File: config.mk
export PLATFORM = sky130hd
export DESIGN_NAME = muldiv_unit
export DESIGN_NICKNAME = d
export VERILOG_FILES = /design/src/rtl/muldiv_unit_pkg.sv /design/src/rtl/muldiv_neg.sv /design/src/rtl/muldiv_unit.sv
export SDC_FILE = /design/constraint.sdc
export NUM_CORES = 1
export LEC_CHECK = 0
export CELL_PAD_IN_SITES_DETAIL_PLACEMENT = 1
export CELL_PAD_IN_SITES_GLOBAL_PLACEMENT = 1
export CORE_MARGIN = 2
export CORE_UTILIZATION = 30
export CTS_CLUSTER_DIAMETER = 40
export DETAILED_ROUTE_END_ITERATION = 10
export PLACE_DENSITY = 0.65
export SLEW_MARGIN = 20
export SYNTH_ARGS = -nofsm -noshare
export SYNTH_HDL_FRONTEND = slang
export SYNTH_HIERARCHICAL = 1
export SYNTH_SLANG_ARGS = --single-unit
File: constraint.sdc
create_clock -name clock -period 7.5 [get_ports clock]
set_input_delay 1.5 -clock clock [delete_from_list [all_inputs] [get_ports clock]]
set_output_delay 1.5 -clock clock [all_outputs]
set_load 0.01 [all_outputs]
File: src/rtl/muldiv_unit_pkg.sv
// muldiv_unit_pkg
//   Shared encodings for the multiply/divide unit, also imported by the
//   decode stage.
//   op encodings : MD_MULTU / MD_DIVU / MD_MULT / MD_DIV (op[0] = divide,
//                  op[1] = signed)
//   state type   : md_state_t with MD_IDLE / MD_RUN / MD_FIX
package muldiv_unit_pkg;

  localparam logic [1:0] MD_MULTU = 2'b00;
  localparam logic [1:0] MD_DIVU  = 2'b01;
  localparam logic [1:0] MD_MULT  = 2'b10;
  localparam logic [1:0] MD_DIV   = 2'b11;

  typedef enum logic [1:0] {
    MD_IDLE = 2'b00,
    MD_RUN  = 2'b01,
    MD_FIX  = 2'b10
  } md_state_t;

  function automatic logic md_is_div(input logic [1:0] op);
    return op[0];
  endfunction

endpackage

File: src/rtl/muldiv_neg.sv
// muldiv_neg
//   Conditional two's-complement negate.
//   Ports:
//     neg  in   1      negate when 1, pass through when 0
//     in   in   WIDTH  value
//     out  out  WIDTH  neg ? -in : in
module muldiv_neg #(
  parameter int WIDTH = 32
) (
  input  logic             neg,
  input  logic [WIDTH-1:0] in,
  output logic [WIDTH-1:0] out
);

  assign out = neg ? ('0 - in) : in;

endmodule

File: src/rtl/muldiv_unit.sv
// muldiv_unit
//   Iterative multiply/divide unit for the EX stage; owns HI/LO.
//   MULT/MULTU/DIV/DIVU take WIDTH iteration cycles plus one FIX cycle;
//   MTHI/MTLO write HI/LO directly while idle.
//   Configuration macro: MULDIV_SIGNED_EN enables signed MULT/DIV; when
//   undefined, op[1] is ignored and no sign logic is built.
//   Ports:
//     clock        in   1      clock, posedge
//     reset        in   1      synchronous, active-high
//     start        in   1      begin operation (sampled only in IDLE)
//     op           in   2      00 MULTU, 01 DIVU, 10 MULT, 11 DIV
//     src_a        in   WIDTH  multiplicand / dividend
//     src_b        in   WIDTH  multiplier / divisor
//     hi_we        in   1      MTHI strobe
//     lo_we        in   1      MTLO strobe
//     wdata        in   WIDTH  MTHI/MTLO data
//     busy         out  1      operation in progress
//     done         out  1      one-cycle pulse, hi/lo hold the result
//     hi           out  WIDTH  HI (product upper half / remainder)
//     lo           out  WIDTH  LO (product lower half / quotient)
//     div_by_zero  out  1      last divide had src_b == 0
module muldiv_unit
  import muldiv_unit_pkg::*;
#(
  parameter int WIDTH = 32
) (
  input  logic             clock,
  input  logic             reset,
  input  logic             start,
  input  logic [1:0]       op,
  input  logic [WIDTH-1:0] src_a,
  input  logic [WIDTH-1:0] src_b,
  input  logic             hi_we,
  input  logic             lo_we,
  input  logic [WIDTH-1:0] wdata,
  output logic             busy,
  output logic             done,
  output logic [WIDTH-1:0] hi,
  output logic [WIDTH-1:0] lo,
  output logic             div_by_zero
);

  localparam int CW = $clog2(WIDTH);

  md_state_t          state;
  logic [CW-1:0]      cnt;
  logic [2*WIDTH-1:0] acc;      // mul: {partial, multiplier}; div: {rem, dividend}
  logic [WIDTH-1:0]   opnd;     // multiplicand or divisor magnitude
  logic               is_div;
  logic               dz_pend;

  logic [WIDTH-1:0]   a_mag, b_mag;
  logic [2*WIDTH-1:0] prod_fix;
  logic [WIDTH-1:0]   quot_fix, rem_fix;

`ifdef MULDIV_SIGNED_EN
  logic a_neg, b_neg;
  logic neg_q, neg_r;

  assign a_neg = op[1] & src_a[WIDTH-1];
  assign b_neg = op[1] & src_b[WIDTH-1];

  muldiv_neg #(.WIDTH(WIDTH)) u_mag_a (.neg(a_neg), .in(src_a), .out(a_mag));
  muldiv_neg #(.WIDTH(WIDTH)) u_mag_b (.neg(b_neg), .in(src_b), .out(b_mag));

  // Product and quotient share the sign(a)^sign(b) flag; remainder follows a.
  muldiv_neg #(.WIDTH(2*WIDTH)) u_fix_p (.neg(neg_q), .in(acc), .out(prod_fix));
  muldiv_neg #(.WIDTH(WIDTH)) u_fix_q (.neg(neg_q), .in(acc[WIDTH-1:0]), .out(quot_fix));
  muldiv_neg #(.WIDTH(WIDTH)) u_fix_r (.neg(neg_r), .in(acc[2*WIDTH-1:WIDTH]), .out(rem_fix));
`else
  logic unused_op_sign;

  assign unused_op_sign = op[1];
  assign a_mag    = src_a;
  assign b_mag    = src_b;
  assign prod_fix = acc;
  assign quot_fix = acc[WIDTH-1:0];
  assign rem_fix  = acc[2*WIDTH-1:WIDTH];
`endif

  logic               accept;
  logic [WIDTH:0]     mul_sum;
  logic [WIDTH:0]     div_trial, div_diff;
  logic [WIDTH-1:0]   div_rem;
  logic [2*WIDTH-1:0] mul_next, div_next;

  assign accept = (state == MD_IDLE) && start;
  assign busy   = (state != MD_IDLE);

  // Shift-add step: add multiplicand into the upper half when the current
  // multiplier bit is set, then shift the whole accumulator right.
  assign mul_sum  = {1'b0, acc[2*WIDTH-1:WIDTH]} + {1'b0, (acc[0] ? opnd : '0)};
  assign mul_next = {mul_sum, acc[WIDTH-1:1]};

  // Restoring step: bring the next dividend bit into the remainder and keep
  // the subtraction only if it did not borrow. rem < divisor holds between
  // steps, so bit WIDTH of the difference is a clean borrow flag.
  assign div_trial = {acc[2*WIDTH-1:WIDTH], acc[WIDTH-1]};
  assign div_diff  = div_trial - {1'b0, opnd};
  assign div_rem   = div_diff[WIDTH] ? div_trial[WIDTH-1:0] : div_diff[WIDTH-1:0];
  assign div_next  = {div_rem, acc[WIDTH-2:0], ~div_diff[WIDTH]};

  always_ff @(posedge clock) begin
    if (reset) begin
      state       <= MD_IDLE;
      cnt         <= '0;
      acc         <= '0;
      opnd        <= '0;
      is_div      <= 1'b0;
      dz_pend     <= 1'b0;
      hi          <= '0;
      lo          <= '0;
      done        <= 1'b0;
      div_by_zero <= 1'b0;
`ifdef MULDIV_SIGNED_EN
      neg_q       <= 1'b0;
      neg_r       <= 1'b0;
`endif
    end else begin
      done <= 1'b0;
      unique case (state)
        MD_IDLE: begin
          if (accept) begin
            state       <= MD_RUN;
            cnt         <= CW'(WIDTH - 1);
            is_div      <= md_is_div(op);
            opnd        <= md_is_div(op) ? b_mag : a_mag;
            acc         <= {{WIDTH{1'b0}}, (md_is_div(op) ? a_mag : b_mag)};
            dz_pend     <= md_is_div(op) && (src_b == '0);
            div_by_zero <= 1'b0;
`ifdef MULDIV_SIGNED_EN
            neg_q       <= a_neg ^ b_neg;
            neg_r       <= a_neg;
`endif
          end else begin
            if (hi_we) hi <= wdata;
            if (lo_we) lo <= wdata;
          end
        end
        MD_RUN: begin
          acc <= is_div ? div_next : mul_next;
          cnt <= cnt - CW'(1);
          if (cnt == '0) state <= MD_FIX;
        end
        MD_FIX: begin
          hi          <= is_div ? rem_fix  : prod_fix[2*WIDTH-1:WIDTH];
          lo          <= is_div ? quot_fix : prod_fix[WIDTH-1:0];
          div_by_zero <= dz_pend;
          done        <= 1'b1;
          state       <= MD_IDLE;
        end
        default: state <= MD_IDLE;
      endcase
    end
  end

endmodule

==> results.sh <==
export IMPL_status="completed"
export IMPL_grt_overflow=0
export IMPL_finalSetupTns_ns=0
export IMPL_path_clk_slew_ns=0.07
export IMPL_yosysTopAreaCellShare_pct=29.30
export IMPL_cts_buffers=17
export IMPL_crit_fanout=23
export IMPL_die_h_um=201.3
export IMPL_crit_type="reg2reg"
export IMPL_place_congestion=0.8440
export IMPL_grtUsageTotal_pct=20.47
export IMPL_hold_path_depth=2
export IMPL_cp_end_kind="register"
export IMPL_cts_tree="built"
export IMPL_post_cts_setup_buffer_count=0
export IMPL_drt_iter0_drc=615
export IMPL_synthFlopType="dfxtp_1"
export IMPL_drtPass1Iterations=5
export IMPL_cts_root_buf="clkbuf_16"
export IMPL_cts_hold_buffers_added=0
export IMPL_drc=0
export IMPL_vias=10840
export IMPL_hpwl_um=30640
export IMPL_power_density_nw_per_um2=190.6
export IMPL_synth_avg_cell_area_um2=8.346
export IMPL_cp_data_arrival_time_ns=4.89
export IMPL_netlist_area_um2=11680
export IMPL_wl_per_cell_um=20.23
export IMPL_die_area_um2=40540
export IMPL_initial_core_util_pct=30.30
export IMPL_rsz0062_at_grt="false"
export IMPL_hold_class="reg2reg"
export IMPL_io_pins=170
export IMPL_ys_types=59
export IMPL_min_period_over_period_pct=61.02
export IMPL_maxSlewViolCount=0
export IMPL_postSynthCellCount=1400
export IMPL_area_growth_pct=22.41
export IMPL_grt_pass1_wl_um=65580
export IMPL_slew_headroom_pct=36.40
export IMPL_worstSkewPairLatency_ns=0.47
export IMPL_cp_data_required_time_ns=7.81
export IMPL_vias_per_cell=5.323
export IMPL_fmax_ghz=0.2185
export IMPL_finalWirelength_um=41190
export IMPL_antenna_left=0
export IMPL_setup_viol=0
export IMPL_clock_skew_ns=0.01018
export IMPL_synth_edf_count=0
export IMPL_reg2reg_slack_ns=2.92
export IMPL_io_buffers=168
export IMPL_ys_warn_count=6
export IMPL_drive_gt1_share_pct=4.812
export IMPL_p_leak_uw=0.005762
export IMPL_synth_nets=1571
export IMPL_clock_sinks=171
export IMPL_startpoint_type="register"
export IMPL_worst_pin_slew_ns=0.9517
export IMPL_antenna_found_initial=1
export IMPL_post_route_min_period_ns=4.576
export IMPL_synth_seq_area_share_pct=29.30
export IMPL_fp_row_count=72
export IMPL_htreeDepth=4
export IMPL_synth_largest_area_cell="dfxtp_1"
export IMPL_die_w_um=201.3
export IMPL_ys_seq_elements=171
export IMPL_grt_start_max_net_pins=87
export IMPL_nFillCells=4655
export IMPL_grt_pass1_vias=11340
export IMPL_cts_buffer_depth=2
export IMPL_vdd_ir_drop_max_uv=194.4
export IMPL_final_nets=1675
export IMPL_cts_resized=0
export IMPL_place_area_um2=13720
export IMPL_cap_violations=0
export IMPL_hold_viol=0
export IMPL_ys_top_cells_by_area="dfxtp_1 29%, mux2i_1 15%, ha_1 7.1%, a211oi_1 6.9%, nor2_1 5.3%"
export IMPL_core_area_um2=38560
export IMPL_rr_worst_depth=14
export IMPL_fin_area_um2=14300
export IMPL_synth_async_reset_ratio_pct=0
==> cells in the final DEF (no fill, tap or decap), types with 19 or more instances in the layout <==
master	instances
nor2_1	165
ha_1	66
a21oi_1	100
o21ai_0	35
dfxtp_1	170
nand2_1	60
a211oi_1	108
o22ai_1	31
clkdlybuf4s50_1	166
xor2_1	19
and2_1	35
inv_1	54
xnor2_1	35
mux2i_1	180
a21o_1	36
==> cell families after synthesis <==
logic type                 Yosys count  synth area share [%]
buffers and inverters              150                 5.247
muxes                              183                 15.71
DFF                                171                 29.30
and+or+nand+nor                    354                 13.93
xor gates and xnor gates            55                 4.284
AOI/OAI and AO/OA                  419                 24.12
adders and majority gates           68                 7.411
==> path summary, 6_finish.rpt <==
path / from / to
worst max-delay path: acc[31] / acc[42]
worst max register to register: acc[31] / acc[42]
worst min-delay path: dz_pend / dz_pend
worst min register to register: dz_pend / dz_pend
==> cells in the mapped netlist (3+ instances only) <==
master / number
or2_2: 3
a221oi_1: 3
nand2_1: 60
a211oi_2: 3
clkbuf_1: 72
a311oi_1: 4
xor2_1: 19
o21ai_0: 35
a211oi_1: 108
a21o_1: 36
xnor2_1: 35
nor4_1: 8
nor2b_1: 8
o221ai_1: 6
nand3_1: 14
mux2i_1: 180
nor2_1: 166
nand4_1: 15
and3_1: 7
o31ai_1: 4
mux2_2: 3
nor3_1: 17
o21bai_1: 8
o21ai_1: 18
o211ai_1: 6
a221o_1: 3
a22oi_1: 15
o21a_1: 7
and2_1: 38
dfxtp_1: 171
buf_1: 18
a21oi_1: 100
ha_1: 66
a211o_1: 4
a31oi_1: 14
nand2b_1: 11
inv_1: 54
o22ai_1: 31
==> routing by layer <==
layer  GRT usage (%)  up-vias  part of all wire, %
met5               0        -                    0
met4           5.699        0                  1.7
met3           3.515       37                  4.4
met2           31.96      187                   44
met1           28.91     5271                   50
li1                -     5343                    -
==> stage by stage <==
step	power (uW)	std cells	hold slack, ns	utilization (%)	worst slack, ns
floorplan	1560	1400	0.4319	-	4.319
global placement	1823	2003	0.4407	35.59	2.953
detailed placement	1837	2003	0.4582	35.59	2.906
CTS	2750	2035	0.4686	37.08	2.880
global route	2864	2035	0.5114	37.09	2.703
finish	2727	2036	0.4643	37.09	2.924
==> flip-flops by register name, summed over array words and instances (netlist names), 2 cells and up <==
name   count
lo        32
cnt        5
acc       64
hi        32
state      2
opnd      32
==> report_power, final <==
| part | switching (uW) | internal (uW) | leakage (uW) |
|---|---|---|---|
| logic | 429 | 339 | 0.00407 |
| clock network | 432 | 473 | 0.000288 |
| registers | 74.8 | 979 | 0.00140 |
==> critical path: stages (launching register included) <==
cell	delay, ns
dfxtp_1	0.45
inv_1	0.08
ha_1	0.24
fa_1	0.41
nand2b_1	0.18
a21o_1	0.23
a211oi_2	0.22
nor3_2	0.12
a2111oi_4	0.53
a31oi_4	0.17
xnor2_4	0.73
buf_4	0.47
mux2_2	0.38
a21oi_1	0.15
nor3_1	0.06
==> area by class of cell <==
cell class	count	area, um2	area share (%)
multi-input combinational	1079	7674	53.65
sequential	171	3425	23.94
timing repair buffer	181	1774	12.40
tap	518	648.1	4.532
clock buffer	18	439.2	3.071
inverter	54	202.7	1.417
clock inverter	14	137.6	0.9623
antenna	1	2.502	0.01750
(Power assumes the default switching activity.)
